### src/rtl/gadget_scale.sv
// Sequential gadget scaler: multiplies one message coefficient by three gadget
// powers with a bit-serial shift-add, emitting each product mod 2^DATA_WIDTH.
module gadget_scale #(
    parameter int DATA_WIDTH = 32,
    parameter int n_WIDTH    = 8
) (
    input  logic                         clk,
    input  logic                         rst,
    input  logic                         start,
    input  logic signed [DATA_WIDTH-1:0] Mu,
    input  logic signed [DATA_WIDTH-1:0] GPow0,
    input  logic signed [DATA_WIDTH-1:0] GPow1,
    input  logic signed [DATA_WIDTH-1:0] GPow2,
    output logic signed [DATA_WIDTH-1:0] GOut,
    output logic [1:0]                   idx,
    output logic                         valid,
    output logic                         ready,
    output logic                         done
);

    typedef enum logic [1:0] {IDLE, MUL, EMIT, DONE} state_t;

    state_t                      state_q, state_d;
    logic [DATA_WIDTH-1:0]       mu_q, mu_d;
    logic [2:0][DATA_WIDTH-1:0]  gp_q, gp_d;
    logic [DATA_WIDTH-1:0]       acc_q, acc_d;
    logic [n_WIDTH-1:0]          k_q, k_d;
    logic [1:0]                  lvl_q, lvl_d;
    logic [DATA_WIDTH-1:0]       gout_q, gout_d;
    logic [1:0]                  idx_q, idx_d;
    logic                        valid_q, valid_d;
    logic                        done_q, done_d;
    logic                        ready_q, ready_d;
    logic [DATA_WIDTH-1:0]       gsel;
    logic                        mu_bit;

    always_comb begin
        state_d = state_q;
        mu_d    = mu_q;
        gp_d    = gp_q;
        acc_d   = acc_q;
        k_d     = k_q;
        lvl_d   = lvl_q;
        gout_d  = gout_q;
        idx_d   = idx_q;
        valid_d = 1'b0;
        done_d  = 1'b0;
        ready_d = ready_q;

        case (lvl_q)
            2'd0:    gsel = gp_q[0];
            2'd1:    gsel = gp_q[1];
            default: gsel = gp_q[2];
        endcase
        mu_bit = |(mu_q & (DATA_WIDTH'(1) << k_q));

        case (state_q)
            IDLE: begin
                // ready stays low through the done cycle, so a start there is dropped
                if (start && ready_q) begin
                    mu_d    = Mu;
                    gp_d[0] = GPow0;
                    gp_d[1] = GPow1;
                    gp_d[2] = GPow2;
                    acc_d   = '0;
                    k_d     = '0;
                    lvl_d   = 2'd0;
                    ready_d = 1'b0;
                    state_d = MUL;
                end else begin
                    ready_d = 1'b1;
                end
            end
            MUL: begin
                if (mu_bit)
                    acc_d = acc_q + (gsel << k_q);
                k_d = k_q + 1'b1;
                if (k_q == n_WIDTH'(DATA_WIDTH - 1))
                    state_d = EMIT;
            end
            EMIT: begin
                gout_d  = acc_q;
                idx_d   = lvl_q;
                valid_d = 1'b1;
                if (lvl_q == 2'd2) begin
                    state_d = DONE;
                end else begin
                    lvl_d   = lvl_q + 2'd1;
                    acc_d   = '0;
                    k_d     = '0;
                    state_d = MUL;
                end
            end
            DONE: begin
                done_d  = 1'b1;
                state_d = IDLE;
            end
            default: state_d = IDLE;
        endcase
    end

    always_ff @(posedge clk or negedge rst) begin
        if (!rst) begin
            state_q <= IDLE;
            mu_q    <= '0;
            gp_q    <= '0;
            acc_q   <= '0;
            k_q     <= '0;
            lvl_q   <= '0;
            gout_q  <= '0;
            idx_q   <= '0;
            valid_q <= 1'b0;
            done_q  <= 1'b0;
            ready_q <= 1'b1;
        end else begin
            state_q <= state_d;
            mu_q    <= mu_d;
            gp_q    <= gp_d;
            acc_q   <= acc_d;
            k_q     <= k_d;
            lvl_q   <= lvl_d;
            gout_q  <= gout_d;
            idx_q   <= idx_d;
            valid_q <= valid_d;
            done_q  <= done_d;
            ready_q <= ready_d;
        end
    end

    assign GOut  = gout_q;
    assign idx   = idx_q;
    assign valid = valid_q;
    assign done  = done_q;
    assign ready = ready_q;

endmodule
### config.mk
export PLATFORM = sky130hd
export DESIGN_NAME = gadget_scale
export DESIGN_NICKNAME = d
export VERILOG_FILES = /design/src/rtl/gadget_scale.sv
export SDC_FILE = /design/constraint.sdc
export NUM_CORES = 1
export LEC_CHECK = 0
export CORE_MARGIN = 5
export CORE_UTILIZATION = 35
export DETAILED_ROUTE_END_ITERATION = 12
export DONT_BUFFER_PORTS = 1
export SYNTH_ARGS = -nofsm -noshare
export SYNTH_HDL_FRONTEND = slang
export SYNTH_SLANG_ARGS = --single-unit
### constraint.sdc
create_clock -name clk -period 4.2 [get_ports clk]
set_input_delay 0.63 -clock clk [delete_from_list [all_inputs] [get_ports clk]]
set_output_delay 0.63 -clock clk [all_outputs]
set_load 0.05 [all_outputs]
==> metrics.md <==
| Metric | Value |
|---|---|
| CP arrival | `4.81 ns` |
| Gate power share | `less than 1%` |
| Antenna-violating nets left | `0` |
| Asr flop ratio synth | `between 90% and 100%` |
| Final nets | `between 1k and 1.5k` |
| Area growth from synthesis to layout | `24.7%` |
| Maximum VDD drop | `approximately 290 µV` |
| Placed insts | `between 1.5k and 2k` |
| Clock skew | `0.0446 ns` |
| Worst Setup End Kind | `flop` |
| RSZ-0062 raised after global routing | `true` |
| Multi-input logic area | `~6600 µm²` |
| Post-synthesis cell type count | `60` |
| Register bit count reported by yosys | `209` |
| Die H | `193 µm` |
| Finished Layout Cells | `roughly 1.8k` |
| Post-DR wirelength/cell | `~19 µm` |
| Max frequency | `roughly 230 MHz` |
| Largest net degree at the start of global routing | `between 200 and 250` |
| Global Route Usage Sum | `between 15 and 20%` |
| Post-Synth Simple-Gate Area | `between 10% and 20%` |
| Area of the mapped netlist | `11700 µm²` |
| Routed vias | `roughly 9.2k` |
| Slew margin rel. | `between 20% and 30%` |
| Switch share | `approximately a fifth` |
| Int Power | `between 3000 and 4000 µW` |
| HPWL after DPL | `about 24 mm` |
| P_sw | `roughly 840 µW` |
| Total CTS buffers | `24` |
| Crit path max-delay family | `compound AO/OA/AOI/OAI gates` |
| Most common cell in the synthesized netlist | `dfrtp_1` |
| Final slew viol count | `0` |
| Register Area | `about 5200 µm²` |
| Initial drt markers | `~530` |
| Pwr Total | `roughly 4000 µW` |
| Synth top area share | `between 40% and 50%` |
| Largest area contributor in the netlist | `dfrtp_1` |
| Port Buffer Count | `0` |
| Critical path type | `flop to flop` |
| Clock tree buffer depth | `3` |
| Status | `complete, but fails checks` |
| Num ports | `~170` |
| CTS tree | `yes` |
| Flop pwr share | `around half` |
| Worst-Margin Slew | `1.06 ns` |
| Vias/cell | `between 5 and 6` |
| Required time worst endpoint | `4.60 ns` |
| Area fraction in compound gates after synthesis | `between 10% and 20%` |
| Worst hold margin | `-0.206 ns` |
| Avg Inst Size Synth | `approximately 10 µm²` |
| CP max-delay cell | `dfrtp_1` |
| Synth warnings | `0` |
| Layout cells sized above 1 | `approximately a third` |
| Post-synthesis mux area share | `approximately 17%` |
| Main combinational cell family by area after synthesis | `multiplexers` |
| CP startpoint kind | `flop` |
| Crit path time final | `4.40 ns` |
| DRT Wirelength | `32.8 mm` |
| Part of the cycle the worst path needs | `105%` |
| First-pass GRT wire length | `about 53 mm` |
| Synth Flop Type | `dfrtp_1` |
| Core area | `around 33000 µm²` |
| CP peak stage delay | `about 0.36 ns` |
| Clock Latency Late Sink | `0.55 ns` |
| CTS clk-pin slew, worst paths | `roughly 0.060 ns` |
| H-tree lvl count | `1` |
| Total of max-cap violations | `0` |
| Crit-path max FO | `11` |
| Synth top area cells | `dfrtp_1 (44%), mux2_2 (14%), nand2_1 (5.4%)` |
| Worst setup margin | `-0.202 ns` |
| Initial Util | `35.2%` |
| Crit-path cells | `inv_2 -> ha_4 -> buf_12 -> buf_4 -> a22o_1 -> a21oi_2 -> o22ai_2 -> mux2_4 -> mux2_2 -> o21ai_2 -> o22ai_2 -> ha_1 -> nand4_1 -> inv_1 -> a211oi_2 -> a21oi_2 -> or2_1 -> a31o_2 -> a311oi_2 -> xor2_1 -> o31ai_1` |
| Pre-antenna DRT Iters | `5` |
| Root Driver | `clkbuf_16` |
| Net Count, Synth | `1334` |
| Seq/Total Area, Yosys | `between 40% and 50%` |
| Leakage | `approximately 0.0070 µW` |
| Global placer's final weighted congestion | `between 0.9 and 1` |
| Placement Setup Slack | `-0.437 ns` |
| Vias in the first global route | `9440` |
| Post-synth EDFFs | `0` |
| GRT overflow | `0` |
| Commonest cells in the netlist | `dfrtp_1 (208), nand2_1 (167), mux2_2 (141), a21oi_1 (86), nor2_1 (74)` |
| R2R setup slack | `-0.20 ns` |
| Synth Area in Adders | `3.91%` |
| Hold Fails Final Rpt | `roughly 210` |
| Post-Synthesis Cells | `approximately 1.2k` |
| Die area | `around 37000 µm²` |
| # fillers | `3238` |
| DRC violations left | `0` |
| Final Setup Violations | `5` |
| Die X | `slightly below 200 µm` |
| Worst path bufs/invs | `4` |
| Initial antenna violation count | `9` |
| Worst hold path class | `input port to async pin` |
| PD cells | `273 nW/µm²` |
| Clock power share | `49.3%` |
| Violated checks | `negative hold slack, negative setup slack` |
| CTS sink cnt | `approximately 210` |
| Post-Synth XOR/XNOR Area | `around 2.2%` |
| Row cnt | `67` |
## per-layer routing
metal  track usage, %  wire, µm
met3             4.32      2060
met5                0        74
met1             23.6     14500
met4             4.61       966
met2             28.1     15200
## final timing paths
| check | endpoint | from | depth (start not counted) |
|---|---|---|---|
| worst min register to register | mu_q[0] | mu_q[0] | 1 |
| worst min-delay path | idx[0] | rst | 0 |
| worst max register to register | acc_q[27] | lvl_q[1] | 21 |
| worst max-delay path | acc_q[27] | lvl_q[1] | 21 |
| min in group clk | gp_q[69] | GPow2[5] | 1 |
| max in group asynchronous | ready | rst | 0 |
## power groups by stage
stage / Combinational, µW / Sequential [µW] / Clock, µW
floorplan: 2.18 / 2050 / 0
global placement: 2.43 / 2050 / 0
detailed placement: 2.39 / 2050 / 0
CTS: 2.41 / 2010 / 2030
global route: 2.52 / 2010 / 2110
finish: 2.38 / 2010 / 1960
## placed cells by master, fill, tap and decap left out, types with 6 or more instances in the layout
master	n
ha_1	26
xor2_1	15
o22a_1	13
nor2_2	6
and3_1	6
mux2_2	139
clkinv_2	6
ha_4	8
o22ai_1	22
o21ai_1	11
buf_12	8
nand3_1	16
mux2i_1	29
a21oi_2	31
a21oi_1	54
o31ai_1	13
a22o_1	35
and2_1	10
o22ai_2	8
nor2_1	66
a211oi_1	6
nand2b_1	8
dfrtp_1	208
nand2_1	167
buf_4	152
o211ai_1	8
a21o_1	16
buf_6	7
inv_1	12
xnor2_1	14
nor3_1	7
o21ai_0	39
clkbuf_16	25
## worst register-to-register path, delay by kind of cell, from the launching register on
family | cells | cell delay [ns]
AOI/OAI and AO/OA | 10 | 1.85
xor gates and xnor gates | 1 | 0.11
adders and majority gates | 2 | 0.52
buffers and inverters | 4 | 0.47
DFF | 1 | 0.36
muxes | 2 | 0.56
and+or+nand+nor | 2 | 0.38
## sequential cells by signal (all words and copies together), names as in the netlist
register,flops
state_q,2
mu_q,32
ready,1
done,1
lvl_q,2
idx,2
GOut,32
valid,1
k_q,8
acc_q,32
gp_q,96
## what timing repair did
action,in CTS,in global routing
setup endpoints to repair,15,20
resized for setup,53,60
cloned,0,1
setup buffers,9,10
pin swaps,21,25
endpoints found under the hold margin,208,208
## per-stage QoR
step,util [%],area (µm²),setup TNS [ns]
2_1_floorplan,-,11700,0
3_3_place_gp,39.6,13200,-2.24
3_5_place_dp,39.6,13200,-2.80
4_1_cts,42.7,14200,-0.128
5_1_grt,43.8,14600,-2.46
6_report,43.8,14600,-0.296
## layout make-up
class	count	share of cell area, %
tap	448	3.84
inverter	14	0.360
multi-input combinational	869	45.1
timing repair buffer	168	9.63
sequential	209	35.9
antenna	3	0.0515
clock inverter	9	0.515
clock buffer	32	4.60
## logic make-up (layout without fill, tap and decap cells)
logic type,after synthesis,after routing
AO/OA/AOI/OAI,301,301
adder cells (fa/ha/maj),36,36
buffers and inverters,89,223
multiplexers,179,179
flip-flops,209,209
other,0,3
XOR/XNOR,30,30
AND/OR/NAND/NOR,323,323
Power figures use the tool's default switching activity.
